--- src/rtl/multicycle_pkg.sv ---
// Shared types and constants for the multicycle RV32 control unit.
package multicycle_pkg;

    localparam int unsigned OP_W    = 7;
    localparam int unsigned ALUOP_W = 2;
    localparam int unsigned F7_W    = 7;
    localparam int unsigned MCNT_W  = 8;

    localparam logic [OP_W-1:0] OP_R      = 7'b0110011;
    localparam logic [OP_W-1:0] OP_I      = 7'b0010011;
    localparam logic [OP_W-1:0] OP_LOAD   = 7'b0000011;
    localparam logic [OP_W-1:0] OP_STORE  = 7'b0100011;
    localparam logic [OP_W-1:0] OP_BRANCH = 7'b1100011;

    localparam logic [F7_W-1:0] F7_MULDIV = 7'b0000001;

    localparam logic [ALUOP_W-1:0] R_OP     = 2'b10;
    localparam logic [ALUOP_W-1:0] B_OP     = 2'b01;
    localparam logic [ALUOP_W-1:0] OTHER_OP = 2'b00;

    // Datapath mux selects
    localparam logic SRC_REG  = 1'b0;
    localparam logic SRC_IMM  = 1'b1;
    localparam logic WB_ALU   = 1'b0;
    localparam logic WB_MEM   = 1'b1;
    localparam logic ADDR_PC  = 1'b0;
    localparam logic ADDR_ALU = 1'b1;

    typedef enum logic [2:0] {
        IDLE, FETCH, DECODE, EXECUTE, MEM, WRITEBACK, TRAP
    } state_e;

    typedef struct packed {
        logic               legal;
        logic [ALUOP_W-1:0] alu_op;
        logic               alu_src;
        logic               mem_read;
        logic               mem_write;
        logic               mem_to_reg;
        logic               needs_wb;
    } dec_t;

endpackage

--- src/rtl/multicycle_control_if.sv ---
// Instruction-register / datapath / memory signals of the control unit.
interface multicycle_control_if #(
    parameter int unsigned CNT_W = 32
) ();
    import multicycle_pkg::*;

    logic               start_i;
    logic [OP_W-1:0]    Op_i;
    logic [F7_W-1:0]    Funct7_i;
    logic               Zero_i;
    logic               mem_ready_i;

    logic               PCWrite_o;
    logic               PCSrc_o;
    logic               IorD_o;
    logic               IRWrite_o;
    logic               MemRead_o;
    logic               MemWrite_o;
    logic               MemtoReg_o;
    logic [ALUOP_W-1:0] ALUOp_o;
    logic               ALUSrc_o;
    logic               RegWrite_o;
    logic               busy_o;
    logic               illegal_o;
    logic [CNT_W-1:0]   retired_o;

    modport master (
        input  start_i, Op_i, Funct7_i, Zero_i, mem_ready_i,
        output PCWrite_o, PCSrc_o, IorD_o, IRWrite_o, MemRead_o, MemWrite_o,
               MemtoReg_o, ALUOp_o, ALUSrc_o, RegWrite_o, busy_o, illegal_o,
               retired_o
    );

    modport slave (
        output start_i, Op_i, Funct7_i, Zero_i, mem_ready_i,
        input  PCWrite_o, PCSrc_o, IorD_o, IRWrite_o, MemRead_o, MemWrite_o,
               MemtoReg_o, ALUOp_o, ALUSrc_o, RegWrite_o, busy_o, illegal_o,
               retired_o
    );

endinterface

--- src/rtl/control_decode.sv ---
// Opcode to per-instruction control fields; the FSM gates these by state.
module control_decode
    import multicycle_pkg::*;
(
    input  logic [OP_W-1:0] op_i,
    output dec_t            dec_o
);

    always_comb begin
        dec_o = '0;
        case (op_i)
            OP_R: begin
                dec_o.legal    = 1'b1;
                dec_o.alu_op   = R_OP;
                dec_o.alu_src  = SRC_REG;
                dec_o.needs_wb = 1'b1;
            end
            OP_I: begin
                dec_o.legal    = 1'b1;
                dec_o.alu_op   = OTHER_OP;
                dec_o.alu_src  = SRC_IMM;
                dec_o.needs_wb = 1'b1;
            end
            OP_LOAD: begin
                dec_o.legal      = 1'b1;
                dec_o.alu_op     = OTHER_OP;
                dec_o.alu_src    = SRC_IMM;
                dec_o.mem_read   = 1'b1;
                dec_o.mem_to_reg = WB_MEM;
                dec_o.needs_wb   = 1'b1;
            end
            OP_STORE: begin
                dec_o.legal     = 1'b1;
                dec_o.alu_op    = OTHER_OP;
                dec_o.alu_src   = SRC_IMM;
                dec_o.mem_write = 1'b1;
            end
            OP_BRANCH: begin
                dec_o.legal   = 1'b1;
                dec_o.alu_op  = B_OP;
                dec_o.alu_src = SRC_REG;
            end
            default: dec_o = '0;
        endcase
    end

endmodule

--- src/rtl/multicycle_control.sv ---
// Multicycle RV32 control FSM: FETCH/DECODE/EXECUTE/MEM/WRITEBACK with
// M-extension stretch, illegal-opcode trap and retired-instruction counter.
module multicycle_control
    import multicycle_pkg::*;
#(
    parameter int unsigned MUL_CYCLES = 4,
    parameter int unsigned CNT_W      = 32
) (
    input  logic                  clk_i,
    input  logic                  rst_i,
    multicycle_control_if.master  bus
);

    state_e              state_q, state_d;
    logic [OP_W-1:0]     op_q, op_d;
    logic [MCNT_W-1:0]   mcnt_q, mcnt_d;
    logic [CNT_W-1:0]    retired_q, retired_d;
    logic                seen_low_q, seen_low_d;

    logic [OP_W-1:0]     dec_op;
    dec_t                dec;
    logic                is_mul;
    state_e              end_state;

    logic                pc_write_c, pc_src_c, iord_c, ir_write_c;
    logic                mem_read_c, mem_write_c, mem_to_reg_c;
    logic [ALUOP_W-1:0]  alu_op_c;
    logic                alu_src_c, reg_write_c, retire_c;

    // Decode straight from the IR while in DECODE, from the latch afterwards
    assign dec_op    = (state_q == DECODE) ? bus.Op_i : op_q;
    assign is_mul    = (bus.Op_i == OP_R) && (bus.Funct7_i == F7_MULDIV);
    assign end_state = bus.start_i ? FETCH : IDLE;

    control_decode u_decode (
        .op_i  (dec_op),
        .dec_o (dec)
    );

    always_ff @(posedge clk_i or negedge rst_i) begin
        if (!rst_i) begin
            state_q    <= IDLE;
            op_q       <= '0;
            mcnt_q     <= '0;
            retired_q  <= '0;
            seen_low_q <= 1'b0;
        end else begin
            state_q    <= state_d;
            op_q       <= op_d;
            mcnt_q     <= mcnt_d;
            retired_q  <= retired_d;
            seen_low_q <= seen_low_d;
        end
    end

    always_comb begin
        state_d      = state_q;
        op_d         = op_q;
        mcnt_d       = mcnt_q;
        seen_low_d   = 1'b0;
        retire_c     = 1'b0;
        pc_write_c   = 1'b0;
        pc_src_c     = 1'b0;
        iord_c       = ADDR_PC;
        ir_write_c   = 1'b0;
        mem_read_c   = 1'b0;
        mem_write_c  = 1'b0;
        mem_to_reg_c = WB_ALU;
        alu_op_c     = OTHER_OP;
        alu_src_c    = SRC_REG;
        reg_write_c  = 1'b0;

        case (state_q)
            IDLE: begin
                if (bus.start_i) state_d = FETCH;
            end
            FETCH: begin
                mem_read_c = 1'b1;
                if (bus.mem_ready_i) begin
                    ir_write_c = 1'b1;
                    pc_write_c = 1'b1;
                    state_d    = DECODE;
                end
            end
            DECODE: begin
                op_d = bus.Op_i;
                if (!dec.legal) begin
                    state_d = TRAP;
                end else begin
                    state_d = EXECUTE;
                    mcnt_d  = is_mul ? MCNT_W'(MUL_CYCLES - 1) : '0;
                end
            end
            EXECUTE: begin
                alu_op_c  = dec.alu_op;
                alu_src_c = dec.alu_src;
                if (mcnt_q != '0) begin
                    mcnt_d = mcnt_q - MCNT_W'(1);
                end else if (dec.mem_read || dec.mem_write) begin
                    state_d = MEM;
                end else if (dec.needs_wb) begin
                    state_d = WRITEBACK;
                end else begin
                    // Branch resolves and retires here
                    pc_write_c = bus.Zero_i;
                    pc_src_c   = 1'b1;
                    retire_c   = 1'b1;
                    state_d    = end_state;
                end
            end
            MEM: begin
                iord_c      = ADDR_ALU;
                mem_read_c  = dec.mem_read;
                mem_write_c = dec.mem_write;
                if (bus.mem_ready_i) begin
                    if (dec.needs_wb) begin
                        state_d = WRITEBACK;
                    end else begin
                        retire_c = 1'b1;
                        state_d  = end_state;
                    end
                end
            end
            WRITEBACK: begin
                reg_write_c  = 1'b1;
                mem_to_reg_c = dec.mem_to_reg;
                retire_c     = 1'b1;
                state_d      = end_state;
            end
            TRAP: begin
                // Leave only on a fresh 0->1 of start_i seen while trapped
                seen_low_d = seen_low_q | ~bus.start_i;
                if (bus.start_i && seen_low_q) state_d = FETCH;
            end
            default: state_d = IDLE;
        endcase

        retired_d = retire_c ? retired_q + CNT_W'(1) : retired_q;
    end

    assign bus.PCWrite_o  = pc_write_c;
    assign bus.PCSrc_o    = pc_src_c;
    assign bus.IorD_o     = iord_c;
    assign bus.IRWrite_o  = ir_write_c;
    assign bus.MemRead_o  = mem_read_c;
    assign bus.MemWrite_o = mem_write_c;
    assign bus.MemtoReg_o = mem_to_reg_c;
    assign bus.ALUOp_o    = alu_op_c;
    assign bus.ALUSrc_o   = alu_src_c;
    assign bus.RegWrite_o = reg_write_c;
    assign bus.busy_o     = (state_q != IDLE) && (state_q != TRAP);
    assign bus.illegal_o  = (state_q == TRAP);
    assign bus.retired_o  = retired_q;

endmodule
--- src/flat_wrapper.sv ---
// flat-port wrapper written by rule: the top's interface ports become plain ports
module multicycle_control_flat import multicycle_pkg::*;
#(
    parameter int unsigned MUL_CYCLES = 4,
    parameter int unsigned CNT_W      = 32
)
  (clk_i, rst_i, bus_start_i, bus_Op_i, bus_Funct7_i, bus_Zero_i, bus_mem_ready_i, bus_PCWrite_o, bus_PCSrc_o, bus_IorD_o, bus_IRWrite_o, bus_MemRead_o, bus_MemWrite_o, bus_MemtoReg_o, bus_ALUOp_o, bus_ALUSrc_o, bus_RegWrite_o, bus_busy_o, bus_illegal_o, bus_retired_o);
  multicycle_control_if #(.CNT_W(CNT_W)) bus_i ();
  input  logic clk_i;
  input  logic rst_i;
  input wire logic [$bits(bus_i.start_i)-1:0] bus_start_i;
  input wire logic [$bits(bus_i.Op_i)-1:0] bus_Op_i;
  input wire logic [$bits(bus_i.Funct7_i)-1:0] bus_Funct7_i;
  input wire logic [$bits(bus_i.Zero_i)-1:0] bus_Zero_i;
  input wire logic [$bits(bus_i.mem_ready_i)-1:0] bus_mem_ready_i;
  output wire logic [$bits(bus_i.PCWrite_o)-1:0] bus_PCWrite_o;
  output wire logic [$bits(bus_i.PCSrc_o)-1:0] bus_PCSrc_o;
  output wire logic [$bits(bus_i.IorD_o)-1:0] bus_IorD_o;
  output wire logic [$bits(bus_i.IRWrite_o)-1:0] bus_IRWrite_o;
  output wire logic [$bits(bus_i.MemRead_o)-1:0] bus_MemRead_o;
  output wire logic [$bits(bus_i.MemWrite_o)-1:0] bus_MemWrite_o;
  output wire logic [$bits(bus_i.MemtoReg_o)-1:0] bus_MemtoReg_o;
  output wire logic [$bits(bus_i.ALUOp_o)-1:0] bus_ALUOp_o;
  output wire logic [$bits(bus_i.ALUSrc_o)-1:0] bus_ALUSrc_o;
  output wire logic [$bits(bus_i.RegWrite_o)-1:0] bus_RegWrite_o;
  output wire logic [$bits(bus_i.busy_o)-1:0] bus_busy_o;
  output wire logic [$bits(bus_i.illegal_o)-1:0] bus_illegal_o;
  output wire logic [$bits(bus_i.retired_o)-1:0] bus_retired_o;
  assign bus_i.start_i = bus_start_i;
  assign bus_i.Op_i = bus_Op_i;
  assign bus_i.Funct7_i = bus_Funct7_i;
  assign bus_i.Zero_i = bus_Zero_i;
  assign bus_i.mem_ready_i = bus_mem_ready_i;
  assign bus_PCWrite_o = bus_i.PCWrite_o;
  assign bus_PCSrc_o = bus_i.PCSrc_o;
  assign bus_IorD_o = bus_i.IorD_o;
  assign bus_IRWrite_o = bus_i.IRWrite_o;
  assign bus_MemRead_o = bus_i.MemRead_o;
  assign bus_MemWrite_o = bus_i.MemWrite_o;
  assign bus_MemtoReg_o = bus_i.MemtoReg_o;
  assign bus_ALUOp_o = bus_i.ALUOp_o;
  assign bus_ALUSrc_o = bus_i.ALUSrc_o;
  assign bus_RegWrite_o = bus_i.RegWrite_o;
  assign bus_busy_o = bus_i.busy_o;
  assign bus_illegal_o = bus_i.illegal_o;
  assign bus_retired_o = bus_i.retired_o;
  multicycle_control #(.MUL_CYCLES(MUL_CYCLES), .CNT_W(CNT_W)) u_core (.clk_i(clk_i), .rst_i(rst_i), .bus(bus_i));
endmodule
--- config.mk ---
export PLATFORM = sky130hd
export DESIGN_NAME = multicycle_control_flat
export DESIGN_NICKNAME = d
export VERILOG_FILES = /design/src/rtl/multicycle_pkg.sv /design/src/rtl/multicycle_control_if.sv /design/src/rtl/control_decode.sv /design/src/rtl/multicycle_control.sv /design/src/flat_wrapper.sv
export SDC_FILE = /design/constraint.sdc
export NUM_CORES = 1
export LEC_CHECK = 0
export CAP_MARGIN = 40
export CORE_ASPECT_RATIO = 1.5
export CORE_MARGIN = 5
export CORE_UTILIZATION = 50
export CTS_CLUSTER_SIZE = 30
export DETAILED_ROUTE_END_ITERATION = 8
export PLACE_DENSITY = 0.9
export SLEW_MARGIN = 20
export SYNTH_ARGS = -nofsm -noshare
export SYNTH_HDL_FRONTEND = slang
export SYNTH_HIERARCHICAL = 1
export SYNTH_SLANG_ARGS = --single-unit
--- constraint.sdc ---
create_clock -name clk_i -period 7 [get_ports clk_i]
set_clock_uncertainty 0.2 [all_clocks]
set_input_delay 0.7 -clock clk_i [delete_from_list [all_inputs] [get_ports clk_i]]
set_output_delay 0.7 -clock clk_i [all_outputs]
set_load 0.05 [all_outputs]
# Yosys cells after proc, flatten, opt, wreduce, memory -nomap -nowiden
# Index checks and enable logic that the tools add are counted.
# totals
ff_bits	51
inputBits	19
output_inout_bits	45
word_cells	81
# op_classes
add_sub_neg	2
eq_ne	21
mux	39
bitwise_logic	2
reduce_logical	12
# ops
cell	count
32-bit by 1-bit adder with 32-bit output, second input constant	1
3-bit two-way mux	8
7-bit by 6-bit equality test with 1-bit output, second input constant	3
3-bit case mux with 7 select lines	1
1-bit two-way mux	20
8-bit two-way mux	2
8-bit case mux with 2 select lines	1
4-bit case mux with 3 select lines	1
3-bit equality test, second input constant	3
2-bit inequality test, second input constant	4
8-bit nonzero test	1
8-bit by 1-bit subtractor with 8-bit output, second input constant	1
7-bit by 1-bit equality test with 1-bit output, second input constant	1
7-bit by 2-bit equality test with 1-bit output, second input constant	1
7-bit by 5-bit equality test with 1-bit output, second input constant	1
7-bit equality test, second input constant	1
7-bit two-way mux	1
3-bit by 2-bit equality test with 1-bit output, second input constant	2
2-bit by 1-bit inequality test with 1-bit output, second input constant	3
3-bit OR reduction	2
5-bit AND reduction	1
2-bit two-way mux	2
1-bit case mux with 2 select lines	2
3-bit by 1-bit equality test with 1-bit output, second input constant	1
other kinds (10)	12

# Depth between registers and ports, before layout
# Gate-level depths: netlist (run 1).
# depth
ltp_word	9
depth_mapped	13
mapped_depth_nobuf	10

# Modules after synthesis
# Netlist (run 1), hierarchy kept.
# by_module_without_submodules
module	n_inst	cells_per_inst	area_per_inst_um2	seq_area_each_um2
multicycle_control	1	263	2680.1	1276.2
control_decode	1	13	78.8	0.0

# Least setup slack after synthesis (run 1)
# No wires, ideal clock.
# synth_path
path_kind	register to output
startpoint	register u_core.state_q[2]
endpoint	output bus_PCWrite_o
t_arrival_ps	3313
required_time_ps	6100
setup_slack_ps	2787
stages_incl_launch_ff	11
path_buffers	0
cell_sequence	dfrtp_1 nand2b_1 nor2_1 mux2_2 nand2b_1 nor3b_1 nor3_1 nand4_4 inv_1 a21oi_1 nor2_1
# synth_lines
item	line_no	source
start, declared	multicycle_control.sv:14	state_e state_q, state_d;
start signal, assigned	multicycle_control.sv:48	state_q <= state_d;
end, declared	flat_wrapper.sv:16	output wire logic [$bits(bus_i.PCWrite_o)-1:0] bus_PCWrite_o;

==> impl_metrics.ini, run 1 <==
[run_status]
status = finished, final reports clean

[finish]
num_antenna_cells = 0
nets = 359
area_growth_pct = 27.3
finish.utilization_pct = 65.0
final_cell_mix = 62 x clkdlybuf4s50_1, 51 x dfrtp_1, 20 x nor2_1
postLayoutCellArea_mm2 = 0.00351
layout_commonest_cell = clkdlybuf4s50_1
post_route_cells_drive_above_1_share_pct = 8.01

[power_and_ir_drop]
power_density_mw_per_mm2 = 295
p_leak_nw = 1.51
ir_drop_mv = 0.197

[clock_network]
insertion_delay_ns = 0.29
cts.sink_count = 51
cts_buffers = 5
clk_pin_slew_worst_paths_ns = 0.09
cts_tree = built
postCtsHoldBufs = 0
max-clock-path-buffers = 2
cts_setup_buffers = 0
ctsResizeCount = 0
ctsHtreeMaxLevel = 2
root_buffer = clkbuf_8

[timing]
fin_crit_sh_pct = 73.0
fmax_ghz = 0.196
worst_slew_pin_slew_ns = 0.728
setup_violations = 0
fin_crit_ns = 5.11
layout_setup_ws_ns = 1.89
final_hold_viol_count = 0
drv_slew = 0
slew_headroom_pct = 51.0
fin_setup_tns_ns = 0
rsz0062_at_grt = no

[routing]
drc = 0
wl_met1_mm = 2.47
wl_per_cell_um = 15.3
viasPerCell = 5.39
vias = 2194
drt_iter0_markers = 109
routed-wl-met3_um = 343
firstDrtPassIters = 4
ant_nets = 0
wirelength_mm = 6.23
wl_met2_mm = 3.37
dr.max_layer_used = met4

[die]
rows = 33
ios = 64
fp.dieW_um = 70.7
design.die.area_mm2 = 0.00713
fp.dieH_um = 101
core-area_mm2 = 0.00541
start_util_pct = 51.0

[worst_setup_path]
r2r_slack_ns = 2.95
worst_setup_path_end_kind = output port
cp_cell_sequence = nand2b_1 > nor2_1 > mux2_2 > nand4bb_1 > nor4_1 > nor3_1 > nand4_4 > inv_1 > a21oi_1 > nor2_1 > clkdlybuf4s50_1
startpoint_type = register
critical-path-max-stage-delay_ns = 0.70
crit_top_cell = nor2_1
r2r_start = u_core/state_q[1]
startpoint = u_core/state_q[1]
crit_fanout = 16
arrival_ns = 4.21
worstRegToRegCells = 10
timing.rr.end = u_core/bus.retired_o[9]
critical_path_class = reg -> out
required_ns = 6.10
critical_path.slowest_cell = clkdlybuf4s50_1

[grt]
grt_usage_pct = 18.7
first_global_vias = 2332
antenna_found_initial = 0
grt_pass1_wl_mm = 10.9
grt_max_degree = 52
overflow = 0

[worst_hold_path]
worstHoldStart = u_core/bus.retired_o[31]
hold_class = reg -> reg
hold_depth = 1
hold_path_end = u_core/bus.retired_o[31]

[logic_synthesis]
synthCells = 276
synth.distinct_cells = 50
synth.net_count = 298
yosys_warnings = 6
avgSynthCellArea_um2 = 10.0
yosys_register_bits = 51
synth_area_mm2 = 0.00276
ys_seq_area_share_pct = 46.3

[placement]
numPortBuffers = 63
dpl.hpwl_mm = 4.76
postPlaceCellArea_mm2 = 0.00343
gp_congestion = 0.879
place_ws_ns = 2.23

[job]
drv_cap = 0
==> critical path, delay by kind of cell, from the launching register on <==
family                 cells  cell delay [ns]
muxes                      1             0.42
DFF                        1             0.60
and+or+nand+nor            7             1.98
AOI/OAI and AO/OA          1             0.14
buffers and inverters      2             0.77
==> metrics by stage <==
stage                     instances  power [mW]  hold WS, ns
after global placement          400       0.855        0.259
final                           407        1.04        0.285
after CTS                       407        1.04        0.288
after detailed placement        400       0.873        0.270
after global routing            407        1.11        0.316
after floorplan                 276       0.749        0.204
==> metal layers <==
layer  track usage, %  vias up
met5                0        -
met4             3.76        0
met3             4.49        4
met2             34.3       67
met1             22.3     1060
li1                 -     1063
==> how the worst max path moves through the flow <==
stage	end	slack, ns	cells after the start
6_report	bus_PCWrite_o	1.89	11
5_1_grt	bus_PCWrite_o	1.51	11
4_1_cts	bus_PCWrite_o	1.90	11
3_5_place_dp	bus_PCWrite_o	2.23	11
3_3_place_gp	bus_PCWrite_o	2.38	11
2_1_floorplan	bus_PCWrite_o	2.79	10
==> synthesized netlist by cell type, drive strengths merged <==
library cell  count  area share (%)
a211oi            1            0.27
a21bo             1            0.36
a21boi            2            0.54
a21o              2            0.54
a21oi             9             1.8
and2              8             1.8
and3              7             1.6
and3b             1            0.32
and4              2            0.64
buf               7             1.5
clkbuf            3            0.41
dfrtp            51              46
ha                3             1.4
inv              14             1.9
mux2             10             4.1
mux2i             2            0.73
nand2            19             2.6
nand2b            4            0.91
nand3            12             2.2
nand3b            1            0.27
nand4             4             1.5
nand4b            1            0.32
nand4bb           1            0.41
nor2             20             2.7
nor2b             8             1.8
nor3             18             3.3
nor3b             4             1.3
nor4              7             2.1
nor4b             1            0.32
nor4bb            2            0.73
o211a             1            0.36
o21ai             6             1.1
o31ai             1            0.27
o32ai             1            0.32
o41ai             1            0.32
or2               1            0.23
or3               1            0.23
or4               2            0.68
xnor2            19             6.3
xor2             18             5.7
==> state kept, by name (all words and copies together), names as in the netlist <==
register / cells
u_core/bus.retired_o: 32
u_core/mcnt_q: 8
u_core/op_q: 7
u_core/seen_low_q: 1
u_core/state_q: 3
==> kinds of logic after synthesis <==
logic type,after synthesis,synth area share (%)
simple gates,124,25.9
flops,51,46.3
xor+xnor,37,12.0
compound gates,25,5.85
buf+inv,24,3.85
mux,12,4.81
fa+ha+maj,3,1.36
==> report_power, final <==
group / internal, mW / total (mW) / switching (mW)
combinational: 0.178 / 0.429 / 0.251
clock: 0.0778 / 0.170 / 0.0921
sequential: 0.356 / 0.437 / 0.0805
==> layout make-up <==
type	count	area (µm²)
inverter	14	52.6
timing repair buffer	64	633
fill	428	1900
tap	70	87.6
sequential	51	1280
clock buffer	6	82.6
multi-input combinational	201	1380
clock inverter	1	5.00
No activity file was read; power rests on OpenSTA's default activity.
==> inputs of run 2 (changes only) <==
clock period = 4.8 ns   (was 7 ns; I/O delays follow)
==> run 2 against run 1 <==
Effect of this change:
- clock power increased by 48%
- hold slack lost 0.0059 ns
- combinational power grew 62%
- die area is the same
- via count increased by 1.5%
- critical path type unchanged
- non-clock buffer count rose by 4
- wire length grew 1.6%
- cell count up 1.2%
==> impl_metrics.ini, run 2 (synthesis results as in run 1) <==
[run_status]
status = finished, final reports clean

[power_and_ir_drop]
power_mw = 1.54
ir_drop_mv = 0.180
power_density_mw_per_mm2 = 433
p_leak_nw = 1.54

[worst_setup_path]
timing.rr.end = u_core/bus.retired_o[20]
required_ns = 4.12
r2r_slack_ns = 1.12
crit_fanout = 13
path_buf_inv = 3
critical-path-max-stage-delay_ns = 0.81
startpoint_type = register
critical_path.slowest_cell = clkdlybuf4s50_1
worstRegToRegCells = 11
arrival_ns = 3.78
worst_setup_path_end_kind = output port
critical-path-top-delay-family = simple AND/OR/NAND/NOR gates
cp.depth = 12
r2r_start = u_core/state_q[2]
critical_path_class = reg -> out
cp_cell_sequence = nand2b_1 > nor2_1 > buf_4 > mux2_2 > nand4bb_1 > nor3_1 > nor3_1 > nand4_4 > inv_1 > a21oi_1 > nor2_1 > clkdlybuf4s50_1

[routing]
wirelength_mm = 6.34
drt_iter0_markers = 136
ant_nets = 0
drc = 0
viasPerCell = 5.41
vias = 2228
wl_per_cell_um = 15.4
firstDrtPassIters = 4

[timing]
final_hold_viol_count = 0
layout_setup_ws_ns = 0.342
drv_slew = 0
rsz0062_at_grt = no
fmax_ghz = 0.224
fin_setup_tns_ns = 0
fin_crit_ns = 4.46
slew_headroom_pct = 53.0
setup_violations = 0
fin_crit_sh_pct = 92.9
whs_ns = 0.279
worst_slew_pin_slew_ns = 0.698

[clock_network]
cts_setup_buffers = 0
insertion_delay_ns = 0.31
cts_tree = built
cts_buffers = 5
max-clock-path-buffers = 2
cts.sink_count = 51
root_buffer = clkbuf_8
ctsHtreeMaxLevel = 2
clk_pin_slew_worst_paths_ns = 0.09

[job]
drv_cap = 0

[placement]
place_ws_ns = 0.598
numPortBuffers = 63
postPlaceCellArea_mm2 = 0.00346
dpl.hpwl_mm = 4.84
gp_congestion = 0.859

[grt]
grt_pass1_wl_mm = 10.9
grt_usage_pct = 18.7
antenna_found_initial = 0
grt_max_degree = 31
overflow = 0
first_global_vias = 2295

[die]
core-area_mm2 = 0.00541
fp.dieH_um = 101
design.die.area_mm2 = 0.00713
rows = 33
fp.dieW_um = 70.7
start_util_pct = 51.0
ios = 64

[worst_hold_path]
worstHoldStart = u_core/bus.retired_o[31]
hold_depth = 1
hold_class = reg -> reg
hold_path_end = u_core/bus.retired_o[31]

[finish]
nets = 363
area_growth_pct = 29.4
postLayoutCellArea_mm2 = 0.00357
final_cell_mix = 62 x clkdlybuf4s50_1, 51 x dfrtp_1, 20 x nor2_1
num_antenna_cells = 0
largest_register_ffs = 32
post_route_cells_drive_above_1_share_pct = 9.65
layout_commonest_cell = clkdlybuf4s50_1
==> run 2: stage by stage <==
step | util (%) | cells
floorplan | - | 276
global placement | 63.6 | 402
detailed placement | 64.0 | 403
CTS | 65.8 | 412
global route | 66.0 | 412
finish | 66.0 | 412
==> run 2: how the worst max path moves through the flow <==
stage,start,to,slack [ns]
2_1_floorplan,u_core/state_q[2],bus_PCWrite_o,0.81
3_3_place_gp,u_core/state_q[2],bus_PCWrite_o,0.66
3_5_place_dp,u_core/state_q[2],bus_PCWrite_o,0.60
4_1_cts,u_core/state_q[2],bus_PCWrite_o,0.25
5_1_grt,u_core/state_q[2],bus_PCWrite_o,0.06
6_report,u_core/state_q[2],bus_PCWrite_o,0.34
==> run 2: layout make-up <==
cell class / count / area [µm²]
clock buffers: 5 / 68.8
clock inverters: 3 / 18.8
fillers: 428 / 1840
inverters: 14 / 52.6
multi-input cells: 201 / 1390
flip-flops and latches: 51 / 1280
well taps: 70 / 87.6
repair buffers: 68 / 678
==> run 2: metal layers <==
layer	global-route usage, %	share of wire, %	up-vias
met5	0	0	-
met4	4.63	1.4	0
met3	4.69	5.1	11
met2	32.9	53	68
met1	22.9	41	1073
li1	-	-	1076
==> run 2: power by group <==
part / switching (mW) / internal (mW)
Combinational: 0.414 / 0.278
Sequential: 0.0790 / 0.520
Clock: 0.149 / 0.103
==> run 2: what timing repair did <==
action / in CTS / in global routing
hold endpoints to repair: 21 / 0
hold buffers: 1 / 0
endpoints found under the setup margin: 0 / 1
gates resized for setup: 0 / 2
==> run 2: worst reg2reg max path, cell delays in order (launching register included) <==
cell       delay [ns]
dfrtp_1          0.51
nand2b_1         0.23
nor2_1           0.10
buf_4            0.17
mux2_2           0.35
nand4bb_1        0.30
nor3_1           0.14
nor3_1           0.40
nand4_4          0.18
a21o_1           0.31
or4_4            0.54
xnor2_2          0.14
